`src/rtl/freq_bcd_convert_if.sv`:
```
// freq_bcd_convert_if
//   Bundles the frequency result bus and the BCD readout it is converted to.
//   master : the frequency counter side; drives data_fx and observes the readout.
//   slave  : the BCD converter; samples data_fx and drives the readout.
// Signals:
//   data_fx   [DW-1:0]       frequency in Hz, quasi-static, foreign clock domain
//   bcd_out   [4*DIGITS-1:0] packed BCD, digit 0 (units) in [3:0]
//   digit_cnt [2:0]          number of significant digits, 1..DIGITS
//   bcd_valid                one-cycle pulse when bcd_out/digit_cnt update
//   busy                     high while a conversion is in progress
interface freq_bcd_convert_if #(
  parameter int DW     = 20,
  parameter int DIGITS = 7
);
  logic [DW-1:0]       data_fx;
  logic [4*DIGITS-1:0] bcd_out;
  logic [2:0]          digit_cnt;
  logic                bcd_valid;
  logic                busy;

  modport master (
    output data_fx,
    input  bcd_out,
    input  digit_cnt,
    input  bcd_valid,
    input  busy
  );

  modport slave (
    input  data_fx,
    output bcd_out,
    output digit_cnt,
    output bcd_valid,
    output busy
  );
endinterface

```
`src/rtl/freq_bcd_convert.sv`:
```
// freq_bcd_convert
//   Converts the 20-bit frequency result of the counter into packed BCD with a
//   significant-digit count for the on-screen readout. The result bus comes
//   from another clock domain and changes rarely, so it is double-registered
//   and only accepted once it has held the same value for STABLE_CYC samples.
//   Conversion is sequential double-dabble (one shift per clock), followed by
//   a single commit cycle that updates the outputs and pulses bcd_valid.
// Ports:
//   clk_fx  block clock
//   rst_n   asynchronous active-low reset, resets every flop
//   bus     slave side of freq_bcd_convert_if (data_fx in; bcd_out,
//           digit_cnt, bcd_valid, busy out)
module freq_bcd_convert #(
  parameter int DW         = 20,
  parameter int DIGITS     = 7,
  parameter int STABLE_CYC = 4
) (
  input  logic                 clk_fx,
  input  logic                 rst_n,
  freq_bcd_convert_if.slave    bus
);

  localparam int BW  = 4 * DIGITS;
  localparam int SCW = $clog2(STABLE_CYC + 1);
  localparam int IW  = $clog2(DW + 1);

  localparam logic [1:0] ST_IDLE   = 2'd0;
  localparam logic [1:0] ST_SHIFT  = 2'd1;
  localparam logic [1:0] ST_FINISH = 2'd2;

  // Double-dabble correction: every nibble >= 5 gets +3 inside its own 4-bit
  // field. A corrected nibble is at most 12, so no carry can ever be needed.
  function automatic logic [BW-1:0] add3_nibbles(input logic [BW-1:0] a);
    logic [BW-1:0] r;
    r = a;
    for (int i = 0; i < DIGITS; i++) begin
      if (a[4*i +: 4] >= 4'd5) r[4*i +: 4] = a[4*i +: 4] + 4'd3;
    end
    return r;
  endfunction

  // Index of the highest nonzero digit plus one; an all-zero value still
  // shows one digit.
  function automatic logic [2:0] sig_digits(input logic [BW-1:0] a);
    logic [2:0] n;
    n = 3'd1;
    for (int i = 0; i < DIGITS; i++) begin
      if (a[4*i +: 4] != 4'd0) n = 3'(i + 1);
    end
    return n;
  endfunction

  logic [DW-1:0]  s1_q, s2_q;
  logic [SCW-1:0] stab_q, stab_d;
  logic [1:0]     state_q, state_d;
  logic [DW-1:0]  bin_q, bin_d;
  logic [BW-1:0]  acc_q, acc_d;
  logic [IW-1:0]  iter_q, iter_d;
  logic [DW-1:0]  last_q, last_d;
  logic [BW-1:0]  bcd_q, bcd_d;
  logic [2:0]     dcnt_q, dcnt_d;
  logic           vld_q, vld_d;
  logic           busy_q, busy_d;
  logic           stable;
  logic [BW-1:0]  acc_adj;

  // ---- Stage: input synchroniser and stability filter ----
  always_ff @(posedge clk_fx or negedge rst_n) begin
    if (!rst_n) begin
      s1_q   <= '0;
      s2_q   <= '0;
      stab_q <= '0;
    end else begin
      s1_q   <= bus.data_fx;
      s2_q   <= s1_q;
      stab_q <= stab_d;
    end
  end

  always_comb begin
    stab_d = '0;
    if (s1_q == s2_q) begin
      stab_d = (stab_q == SCW'(STABLE_CYC)) ? stab_q : stab_q + 1'b1;
    end
  end

  assign stable  = (stab_q == SCW'(STABLE_CYC));
  assign acc_adj = add3_nibbles(acc_q);

  // ---- Stage: conversion FSM and output commit ----
  always_comb begin
    state_d = state_q;
    bin_d   = bin_q;
    acc_d   = acc_q;
    iter_d  = iter_q;
    last_d  = last_q;
    bcd_d   = bcd_q;
    dcnt_d  = dcnt_q;
    vld_d   = 1'b0;
    busy_d  = busy_q;
    case (state_q)
      ST_IDLE: begin
        // A value equal to the last converted one never retriggers, so an
        // input of 0 straight after reset leaves the reset readout alone.
        if (stable && (s2_q != last_q)) begin
          bin_d   = s2_q;
          last_d  = s2_q;
          acc_d   = '0;
          iter_d  = '0;
          busy_d  = 1'b1;
          state_d = ST_SHIFT;
        end
      end
      ST_SHIFT: begin
        acc_d  = {acc_adj[BW-2:0], bin_q[DW-1]};
        bin_d  = {bin_q[DW-2:0], 1'b0};
        iter_d = iter_q + 1'b1;
        if (iter_q == IW'(DW - 1)) state_d = ST_FINISH;
      end
      ST_FINISH: begin
        // Outputs only ever change here, so partial results are never visible.
        bcd_d   = acc_q;
        dcnt_d  = sig_digits(acc_q);
        vld_d   = 1'b1;
        busy_d  = 1'b0;
        state_d = ST_IDLE;
      end
      default: begin
        busy_d  = 1'b0;
        state_d = ST_IDLE;
      end
    endcase
  end

  always_ff @(posedge clk_fx or negedge rst_n) begin
    if (!rst_n) begin
      state_q <= ST_IDLE;
      bin_q   <= '0;
      acc_q   <= '0;
      iter_q  <= '0;
      last_q  <= '0;
      bcd_q   <= '0;
      dcnt_q  <= 3'd1;
      vld_q   <= 1'b0;
      busy_q  <= 1'b0;
    end else begin
      state_q <= state_d;
      bin_q   <= bin_d;
      acc_q   <= acc_d;
      iter_q  <= iter_d;
      last_q  <= last_d;
      bcd_q   <= bcd_d;
      dcnt_q  <= dcnt_d;
      vld_q   <= vld_d;
      busy_q  <= busy_d;
    end
  end

  assign bus.bcd_out   = bcd_q;
  assign bus.digit_cnt = dcnt_q;
  assign bus.bcd_valid = vld_q;
  assign bus.busy      = busy_q;

endmodule

```
`src/flat_wrapper.sv`:
```
// flat-port wrapper written by rule: the top's interface ports become plain ports
module freq_bcd_convert_flat 
#(
  parameter int DW         = 20,
  parameter int DIGITS     = 7,
  parameter int STABLE_CYC = 4
)
  (clk_fx, rst_n, bus_data_fx, bus_bcd_out, bus_digit_cnt, bus_bcd_valid, bus_busy);
  freq_bcd_convert_if #(.DW(DW), .DIGITS(DIGITS)) bus_i ();
  input  logic clk_fx;
  input  logic rst_n;
  input wire logic [$bits(bus_i.data_fx)-1:0] bus_data_fx;
  output wire logic [$bits(bus_i.bcd_out)-1:0] bus_bcd_out;
  output wire logic [$bits(bus_i.digit_cnt)-1:0] bus_digit_cnt;
  output wire logic [$bits(bus_i.bcd_valid)-1:0] bus_bcd_valid;
  output wire logic [$bits(bus_i.busy)-1:0] bus_busy;
  assign bus_i.data_fx = bus_data_fx;
  assign bus_bcd_out = bus_i.bcd_out;
  assign bus_digit_cnt = bus_i.digit_cnt;
  assign bus_bcd_valid = bus_i.bcd_valid;
  assign bus_busy = bus_i.busy;
  freq_bcd_convert #(.DW(DW), .DIGITS(DIGITS), .STABLE_CYC(STABLE_CYC)) u_core (.clk_fx(clk_fx), .rst_n(rst_n), .bus(bus_i));
endmodule
```
`config.mk`:
```
export PLATFORM = sky130hd
export DESIGN_NAME = freq_bcd_convert_flat
export DESIGN_NICKNAME = d
export VERILOG_FILES = /design/src/rtl/freq_bcd_convert_if.sv /design/src/rtl/freq_bcd_convert.sv /design/src/flat_wrapper.sv
export SDC_FILE = /design/constraint.sdc
export NUM_CORES = 1
export LEC_CHECK = 0
export ABC_CLOCK_PERIOD_IN_PS = 4300
export BUFFER_PORTS_ARGS = -buffer_cell sky130_fd_sc_hd__clkbuf_2
export CAP_MARGIN = 20
export CORE_AREA = 2 2 147 113
export DETAILED_ROUTE_END_ITERATION = 8
export DIE_AREA = 0 0 149 115
export HOLD_SLACK_MARGIN = 0.1
export MAX_ROUTING_LAYER = met4
export PLACE_DENSITY = 0.62
export SYNTH_ARGS = -nofsm -noshare
export SYNTH_HDL_FRONTEND = slang
export SYNTH_SLANG_ARGS = --single-unit
```
`constraint.sdc`:
```
create_clock -name clk_fx -period 4.3 [get_ports clk_fx]
set_clock_uncertainty 0.05 [all_clocks]
set_input_delay 0.645 -clock clk_fx [delete_from_list [all_inputs] [get_ports clk_fx]]
set_output_delay 0.645 -clock clk_fx [all_outputs]
set_load 0.03 [all_outputs]
```
Yosys cells after proc, flatten, opt, wreduce, memory -nomap -nowiden
Index checks and enable logic that the tools add are counted.
Storage, ports and cells
  logic and storage cells: 78
  flip-flop bits (word level): 151
  output and inout port bits: 33
  input bits: 22
Cells by class
  muxes and demuxes: 27
  bitwise logic cells: 1
  equality and inequality tests: 9
  $lt $le $gt $ge: 7
  add/sub/neg operators: 9
  reductions and logical operators: 13
Operators with widths (number)
  $pmux 28 s2: 1
  $pmux 20 s2: 1
  $ge 4x3->1 const B: 7
  $mux 28: 1
  $add 4x2->4 const B: 6
  $mux 4: 6
  $reduce_bool 4->1: 6
  $mux 3: 7
  $eq 20x20->1: 1
  $mux 20: 1
  $ne 20x20->1: 1
  $pmux 5 s2: 1
  $mux 2: 4
  $reduce_and 2->1: 4
  $add 5x1->5 const B: 1
  $eq 5x5->1 const B: 1
  $mux 5: 1
  $ne 2x1->1 const B: 2
  $pmux 2 s2: 1
  $add 3x1->3 const B: 1
  $add 3x2->3 const B: 1
  $eq 3x3->1 const B: 1
  $eq 2x1->1 const B: 1
  $eq 2x2->1 const B: 1
  7 further kinds: 8

Longest topological paths before layout
Gate-level depths: netlist (run 1).
  depth in word-level cells: 7
  depth in mapped cells: 8
  gate-level depth less buffers: 7

Worst setup path before layout (run 1)
OpenSTA, ideal clock, no wires.
  kind: register -> register
  start point: reg u_core.stab_q[0]
  end point: reg u_core.last_q[10]
  stages on the path, launching flop included: 9
  data required time: 4.125 ns
  arrival time: 1.876 ns
  setup time: 0.125 ns
  setup slack: 2.249 ns
  period minus slack after synthesis: 2.051 ns
  path buffers: 2
  cells stage by stage: dfrtp_1 > inv_1 > ha_1 > nand2_1 > nor3_1 > a21boi_1 > buf_6 > buf_6 > mux2_4
On the way
  cells in the longest elaborated chain, start to end: 3
RTL lines
  start, declared: RTL line freq_bcd_convert.sv:54  | logic [SCW-1:0] stab_q, stab_d;
  start signal, assigned: RTL line freq_bcd_convert.sv:76  | stab_q <= stab_d;
  $eq 3x3->1: RTL line freq_bcd_convert.sv:87  | assign stable = (stab_q == SCW'(STABLE_CYC));
  $logic_and 1x1->1: RTL line freq_bcd_convert.sv:105  | if (stable && (s2_q != last_q)) begin
  $reduce_and 2->1 (no line)
  end signal, assigned: RTL line freq_bcd_convert.sv:151  | last_q <= last_d;
  end, declared: RTL line freq_bcd_convert.sv:59  | logic [DW-1:0] last_q, last_d;
No other way between the ends.
A chain may end at the register's enable or synchronous reset.

Worst setup path after layout (run 1)
  start point: reg u_core.stab_q[0]
  end point: reg u_core.state_q[0]
On the way
  cells in the longest elaborated chain, start to end: 4
RTL lines
  $eq 3x3->1: RTL line freq_bcd_convert.sv:87
  $logic_and 1x1->1: RTL line freq_bcd_convert.sv:105
  $ne 2x1->1 (no line)
  $reduce_and 2->1 (no line)
  end signal, assigned: RTL line freq_bcd_convert.sv:147  | state_q <= state_d;
  end, declared: RTL line freq_bcd_convert.sv:55  | logic [1:0] state_q, state_d;
No other way between the ends.

==> reports/results.txt, run 1 <==
The run finished with clean final reports. Ranked by total cell area, the synthesized netlist is headed by sky130_fd_sc_hd__dfrtp_1 54%, sky130_fd_sc_hd__nand2_1 3.8%, sky130_fd_sc_hd__xor2_1 3.5%. Once layout is complete, the cells apart from fillers number 925.

The run gives 0.802 as the final RePlAce weighted congestion. The finished cells cover 8000 sq um. The tools report the register area share after synthesis as 0.542. The tools report the post-CTS setup buffer count as 0. For the number of instances in the synthesized netlist, the log shows 661.

The worst setup path is of the reg2reg kind. Initial core utilization: 0.444. Final hold analysis gives a worst-case slack of 0.173 ns.

In this run the critical register-to-register path is captured at u_core.state_q[0]$_DFFE_PN0P_. In the final routed layout, each cell accounts on average for 15.8 um. Once detail routing completed, the nets flagged for antenna violations numbered 0. In this run the register-to-register setup slack is 1.67 ns.

The I/O pin total was 55; the total die area was 17100 sq um. The smallest clock period supported by the final layout is computed as 2.63 ns. For the pin with the worst max-slew slack, the measured transition is 0.914 ns. In this run the cell area measured after placement is 7420 sq um.

Setup repair after global routing left no endpoint under its margin. The floorplan step set the die height to 115 um. Startpoint of the lowest-slack register-to-register path: u_core.stab_q[0]$_DFFE_PN0P_. The repair_antennas step left the layout with diodes totalling 0.

The fraction of synthesized cell area taken by the top area cell type came out at 0.539. For this run, the number of Yosys warnings is 0. The most frequently used flop master after synthesis was sky130_fd_sc_hd__dfrtp_1. The first-pass GRT wire length was 24.5 mm; the horizontal die dimension was 149 um. The first routing iteration left 416 violations. The logs give 0 for the total DRC errors in the routed layout and 743 for the number of nets in the finished design. The clock drives 151 sinks. Hold repair after CTS inserted 0 buffers. Walking the worst path, the cells encountered are inv_1, ha_1, nand2_1, nor3_2, a21boi_4, buf_4, o21bai_1. The average cell area after synthesis was 10.5 sq um; the row count was 40. Clock tree synthesis inserted a total of 17 buffers.

The tools report the total design power as 2.96 mW. Of all nets on the critical path, the largest fanout is 36. The detailed-placement wirelength estimate is 9.59 mm, and the number of storage elements in the synthesis netlist is 151. The tools report the cell total after placement as 893. Entering global routing, the biggest net connects 81 pins. After synthesis, the netlist uses 37 different library cells. The worst-case reg-to-reg path depth works out to 7. STA classifies the critical path endpoint as a flip-flop. The first-pass iteration count of the detailed router was 5; the setup violation total in the final timing report was 0. The routed layout has 4955 vias.

The share of synthesized registers carrying an async set or reset was 1.00; the highest cell delay on the worst timing path was 0.75 ns. The post-cts gate resize count is 0, and the aggregate global routing overflow is 0. The final hold violation count came out at 0. The total power divided by cell area came out at 369 nW/um^2. The tools report the initial antenna violation count as 0. VDD sags by at most 0.223 mV.

The summed negative setup slack over all endpoints was 0 ns. STA classifies the critical path startpoint as a flip-flop. The tools report the clock insertion delay at the later pin of the skew report as 0.42 ns.

The net count of the mapped netlist was 701; the number of inserted filler cells in the final layout was 1393. The detailed-route wire length was 14.6 mm; the final critical-path setup slack was 1.67 ns. The via count of the first global-routing pass came out at 5023.

Data on the critical path arrives at its endpoint at 2.92 ns. The routed via count divided by cell count was 5.36; the share of layout cells above drive strength 1 was 0.186. The clock passes through at most 2 buffers. The headroom to the max-slew limit was 0.389. Cell with the biggest individual delay on the critical path: sky130_fd_sc_hd__a21boi_4. The core occupancy in the finished layout is 0.509, and the number of flops mapped to enable cells by yosys is 0. The clock transition time at the flip-flop clock pins of the worst setup and hold paths is 0.07 ns, and the setup slack after placement is 1.70 ns. The tool flagged a number of max-cap violations equal to 0. The quantity of I/O buffers inserted on ports was 54. The min-delay analysis places its worst path in the category in2async. Biggest area consumer among synthesized cells: sky130_fd_sc_hd__dfrtp_1. Summed over all cells, the static leakage comes to 3.68 nW. For the cell area after synthesis, the log shows 6970 sq um. The area growth from synthesis to final layout works out to 14.8%. The critical path starts at u_core.stab_q[0]$_DFFE_PN0P_.

For the worst path required time, the log shows 4.59 ns. The logs give 0 for the number of slew-limit violations in the final report and 0.187 for the overall global routing resource usage. Fraction of the cycle the final worst path needs: 0.611. Clock root buffer: sky130_fd_sc_hd__clkbuf_16. Based on the critical path, the design can be clocked at up to 381 MHz. The run gives 4 as the count of H-tree levels built during CTS. The region available for standard cell placement spans 15700 sq um. TritonCTS built the clock tree.
cell families after synthesis:
logic type                 count (synthesis)  synth area share
AOI/OAI and AO/OA                        116             0.101
DFF                                      151             0.542
muxes                                     33            0.0609
and+or+nand+nor                          234             0.166
xor gates and xnor gates                  49            0.0616
buffers and inverters                     60            0.0361
adders and majority gates                 18            0.0323
Yosys cell counts, drive strengths merged (9+ instances only):
| library cell | n |
|---|---|
| o31ai | 9 |
| nand3 | 44 |
| nor3b | 16 |
| o21ai | 44 |
| nand2b | 9 |
| clkbuf | 32 |
| mux2 | 33 |
| a31oi | 21 |
| nor2 | 37 |
| nor3 | 21 |
| a211oi | 22 |
| or3 | 19 |
| a21oi | 13 |
| ha | 18 |
| inv | 22 |
| xnor2 | 21 |
| xor2 | 28 |
| nand2 | 70 |
| dfrtp | 150 |
per-layer routing:
metal	vias to the layer above	global-route usage	wire length (um)
met2	111	0.277	6480
met1	2434	0.256	7270
met3	13	0.0417	627
li1	2397	-	-
met4	0	0.0629	195
met5	-	-	0
critical path, delay by kind of cell, from the launching register on:
family / cells / cell delay (ns)
compound gates: 2 / 0.93
buf+inv: 2 / 0.58
flops: 1 / 0.41
simple gates: 2 / 0.35
fa+ha+maj: 1 / 0.19
state kept, by name (all words and copies together), names as in the netlist:
signal	flops
u_core.bus.bcd_out	28
u_core.bin_q	20
u_core.s1_q	20
u_core.bus.busy	1
u_core.bus.digit_cnt	3
u_core.state_q	2
u_core.iter_q	5
u_core.s2_q	20
u_core.last_q	20
u_core.bus.bcd_valid	1
u_core.stab_q	3
u_core.acc_q	28
worst max-delay path by stage:
stage / slack (ns) / endpoint
after floorplan: 2.25 / u_core.last_q[10]$_DFFE_PN0P_
after global placement: 1.79 / u_core.acc_q[21]$_DFFE_PN0P_
after detailed placement: 1.70 / u_core.acc_q[17]$_DFFE_PN0P_
after CTS: 1.70 / u_core.state_q[0]$_DFFE_PN0P_
after global routing: 1.54 / u_core.last_q[0]$_DFFE_PN0P_
final: 1.67 / u_core.state_q[0]$_DFFE_PN0P_
placed cells by master, fill, tap and decap left out, types with 2 or more instances in the layout:
| cell | instances |
|---|---|
| sky130_fd_sc_hd__xnor2_1 | 21 |
| sky130_fd_sc_hd__clkinvlp_4 | 2 |
| sky130_fd_sc_hd__ha_1 | 18 |
| sky130_fd_sc_hd__a21oi_1 | 13 |
| sky130_fd_sc_hd__nor3b_1 | 16 |
| sky130_fd_sc_hd__inv_1 | 22 |
| sky130_fd_sc_hd__nand2b_1 | 8 |
| sky130_fd_sc_hd__nand3_1 | 44 |
| sky130_fd_sc_hd__inv_8 | 5 |
| sky130_fd_sc_hd__a31oi_1 | 21 |
| sky130_fd_sc_hd__and2_1 | 2 |
| sky130_fd_sc_hd__inv_6 | 3 |
| sky130_fd_sc_hd__nand2_1 | 70 |
| sky130_fd_sc_hd__nor4_1 | 4 |
| sky130_fd_sc_hd__buf_4 | 5 |
| sky130_fd_sc_hd__mux2_2 | 19 |
| sky130_fd_sc_hd__clkbuf_16 | 17 |
| sky130_fd_sc_hd__a211oi_1 | 22 |
| sky130_fd_sc_hd__nor3_1 | 20 |
| sky130_fd_sc_hd__nor4_2 | 3 |
| sky130_fd_sc_hd__and3_1 | 3 |
| sky130_fd_sc_hd__nor2_1 | 37 |
| sky130_fd_sc_hd__o21ai_0 | 44 |
| sky130_fd_sc_hd__clkbuf_2 | 53 |
| sky130_fd_sc_hd__dfrtp_1 | 150 |
| sky130_fd_sc_hd__nand4_1 | 4 |
| sky130_fd_sc_hd__mux2_4 | 14 |
| sky130_fd_sc_hd__o31ai_1 | 9 |
| sky130_fd_sc_hd__or3_1 | 19 |
| sky130_fd_sc_hd__clkinv_4 | 2 |
| sky130_fd_sc_hd__xor2_1 | 28 |
final cells by class:
| cell class | instances | area, sq um | share of cell area |
|---|---|---|---|
| tap | 210 | 263 | 0.0328 |
| timing repair buffer | 61 | 349 | 0.0436 |
| inverter | 22 | 82.6 | 0.0103 |
| sequential | 151 | 3780 | 0.472 |
| multi-input combinational | 450 | 2970 | 0.371 |
| clock buffer | 17 | 425 | 0.0532 |
| clock inverter | 14 | 136 | 0.0170 |
report_power, final:
part / switching (mW) / leakage (nW) / total (mW) / internal (mW)
sequential: 0.0287 / 2.01 / 1.47 / 1.44
clock: 0.658 / 0.273 / 1.42 / 0.764
combinational: 0.0399 / 1.40 / 0.0655 / 0.0256
No activity file was read; power rests on OpenSTA's default activity.
==> run 2: changes to the inputs <==
ABC_CLOCK_PERIOD_IN_PS = 2530   (was 4300)
clock period = 2.53 ns   (was 4.3 ns; I/O delays follow)
==> reports/results.txt, run 2 (same netlist as run 1, synthesis figures left out) <==
The routed wire length per instance is 15.5 um, and the I/O pin total is 55. The tools report the via count of the first global-routing pass as 5019. The share of layout cells above drive strength 1 came out at 0.198. For the aggregate global routing overflow, the log shows 0.

TritonCTS built the clock tree. STA classifies the critical path endpoint as a flip-flop. The core occupancy in the finished layout is 0.533, and the met1 wire length is 7.40 mm.

The highest cell delay on the worst timing path was 0.44 ns; the final hold violation count was 0. The tree is rooted in a sky130_fd_sc_hd__clkbuf_16. The overall global routing resource usage was 0.195. The initial antenna violation count came out at 0. The worst path needs 2.34 ns of the cycle, external delays included. The tools report the final standard cell count with taps included and fillers excluded as 963.

The tools report the TritonCTS buffer count as 17. Kind of launch point of the worst setup path: a flip-flop. Counting cells, the worst reg-to-reg path comes to 6.

The congestion estimate from routability-driven global placement came to 0.846. Summing over every cut layer, the via total after detailed routing is 5061. The run gives 0.436 mV as the worst IR drop on VDD. The critical path goes through xor2_1, nor4_2, nand3_1, buf_4, or3_1, nand3_1.

The number of cells on the worst hold path was 0; the detailed-routed wire length on met3 was 689 um. The clock tree synthesis step divided the H-tree into 4 levels. The initial core utilization is 0.444. In the detailed route, the total length drawn on met2 is 6.73 mm.

Setup repair after global routing left no endpoint under its margin. Dividing the detail-routed via count by the number of cells gives 5.26. Number of clock sinks: 151. The total power divided by cell area was 615 nW/um^2; the maximum operating frequency was 427 MHz. The die covers 17100 sq um.

In this run the top signal layer used is met4. Setup violations remaining at the end of the flow were counted as 0. In this run the deepest clock path goes through 2 buffers. The path type of the worst setup path is reg2reg. The repair_antennas step left the layout with diodes totalling 0.

The run finished with clean final reports. In the layout the commonest cells are 150 x sky130_fd_sc_hd__dfrtp_1, 70 x sky130_fd_sc_hd__nand2_1, 53 x sky130_fd_sc_hd__clkbuf_2, 44 x sky130_fd_sc_hd__nand3_1, 44 x sky130_fd_sc_hd__o21ai_0. For the first-pass iteration count of the detailed router, the log shows 5. The tools report the max-capacitance violation count as 0.

The height of the die was 115 um. The fraction of the cycle the final worst path needs was 0.925. Data arrival time of the critical path: 2.64 ns. In the final design database the tool counted 780 nets. The worst path required time is 2.83 ns, and the leakage power figure is 3.86 nW. The die is 149 um wide.

The class of the tightest hold or removal check was reg2reg. The filler cells instantiated in the layout total 1372. The cell total after placement is 909, and the detailed-placement wirelength estimate is 9.76 mm. The quantity of I/O buffers inserted on ports works out to 54. Relative to the synthesized area, the layout overhead comes to 20.2%.

The core region is 15700 sq um. The most frequent standard cell in the layout excluding fill and tap cells is sky130_fd_sc_hd__dfrtp_1. The tools report the clock insertion delay at the later pin of the skew report as 0.43 ns.

The transition time of the tightest slew-check pin came out at 0.878 ns. The tools report the number of slew-limit violations in the final report as 0. Of all nets on the critical path, the largest fanout is 16.

The cell with the biggest individual delay on the critical path is sky130_fd_sc_hd__dfrtp_1. Clock-pin slew was measured on the worst setup and hold paths at 0.06 ns. At the placement stage, the worst setup path has a slack of 0.117 ns. The floorplan has 40 rows.

Setup slack closes at 0.190 ns. The number of design-rule violations left by the first detailed-router iteration is 459, and the post-route antenna net violation count is 0. Adding up every negative setup slack in the final design gives 0 ns. After detailed routing, the number of remaining DRC violations is 0. In this design, the critical path's most frequently occurring cell is sky130_fd_sc_hd__nand3_1.

Largest net degree at the start of global routing: 60. The first global-routing pass estimated 25.2 mm of wire. The headroom to the max-slew limit was 0.415. Wires add up to 15.0 mm.
[run 2: where the power goes]
| part | switching, mW | internal (mW) | leakage [nW] |
|---|---|---|---|
| sequential | 0.0327 | 2.45 | 2.01 |
| clock | 1.09 | 1.41 | 0.280 |
| combinational | 0.0930 | 0.0788 | 1.57 |
| total | 1.22 | 3.94 | 3.86 |
[run 2: critical path, delay by kind of cell (launching register included)]
kind                   cells  cell delay [ns]
buffers and inverters      1             0.33
flip-flops                 1             0.44
XOR/XNOR                   1             0.20
AND/OR/NAND/NOR            4             1.25
[run 2: cell type report]
type,instances,area [sq um],area share
Clock buffer,19,443,0.0529
Clock inverter,13,136,0.0163
Inverter,22,82.6,0.00986
Multi-Input combinational cell,450,2970,0.354
Sequential cell,151,3780,0.451
Tap cell,210,263,0.0314
Timing Repair Buffer,98,709,0.0847
[run 2: repair_timing]
item,in CTS,in global routing
setup buffers,0,1
hold buffers,21,0
endpoints found under the setup margin,0,14
endpoints found under the hold margin,62,0
gates resized for setup,0,0
[run 2: final timing paths]
path                                           start  slack (ns)                            endpoint
max in group asynchronous                      rst_n        1.39        u_core.stab_q[0]$_DFFE_PN0P_
max                        u_core.s2_q[17]$_DFF_PN0_        0.19         u_core.bin_q[3]$_DFFE_PN0P_
min                         u_core.s1_q[1]$_DFF_PN0_        0.35            u_core.s2_q[1]$_DFF_PN0_
min in group asynchronous                      rst_n        0.40  u_core.bus.bcd_out[24]$_DFFE_PN0P_
min reg2reg                 u_core.s1_q[1]$_DFF_PN0_        0.35            u_core.s2_q[1]$_DFF_PN0_
max reg2reg                u_core.s2_q[17]$_DFF_PN0_        0.19         u_core.bin_q[3]$_DFFE_PN0P_
[run 2: routing by layer]
layer	vias up	track usage
met3	14	0.0456
met2	104	0.287
li1	2465	-
met4	0	0.0673
met5	-	-
met1	2478	0.268
[run 2: stage by stage]
| stage | total power, mW | cell area (sq um) | hold WS (ns) |
|---|---|---|---|
| floorplan | 2.56 | 6970 | 0.0339 |
| global placement | 2.67 | 7580 | 0.284 |
| CTS | 5.21 | 8370 | 0.353 |
| finish | 5.15 | 8380 | 0.345 |
| detailed placement | 2.68 | 7580 | 0.291 |
| global route | 5.34 | 8380 | 0.356 |
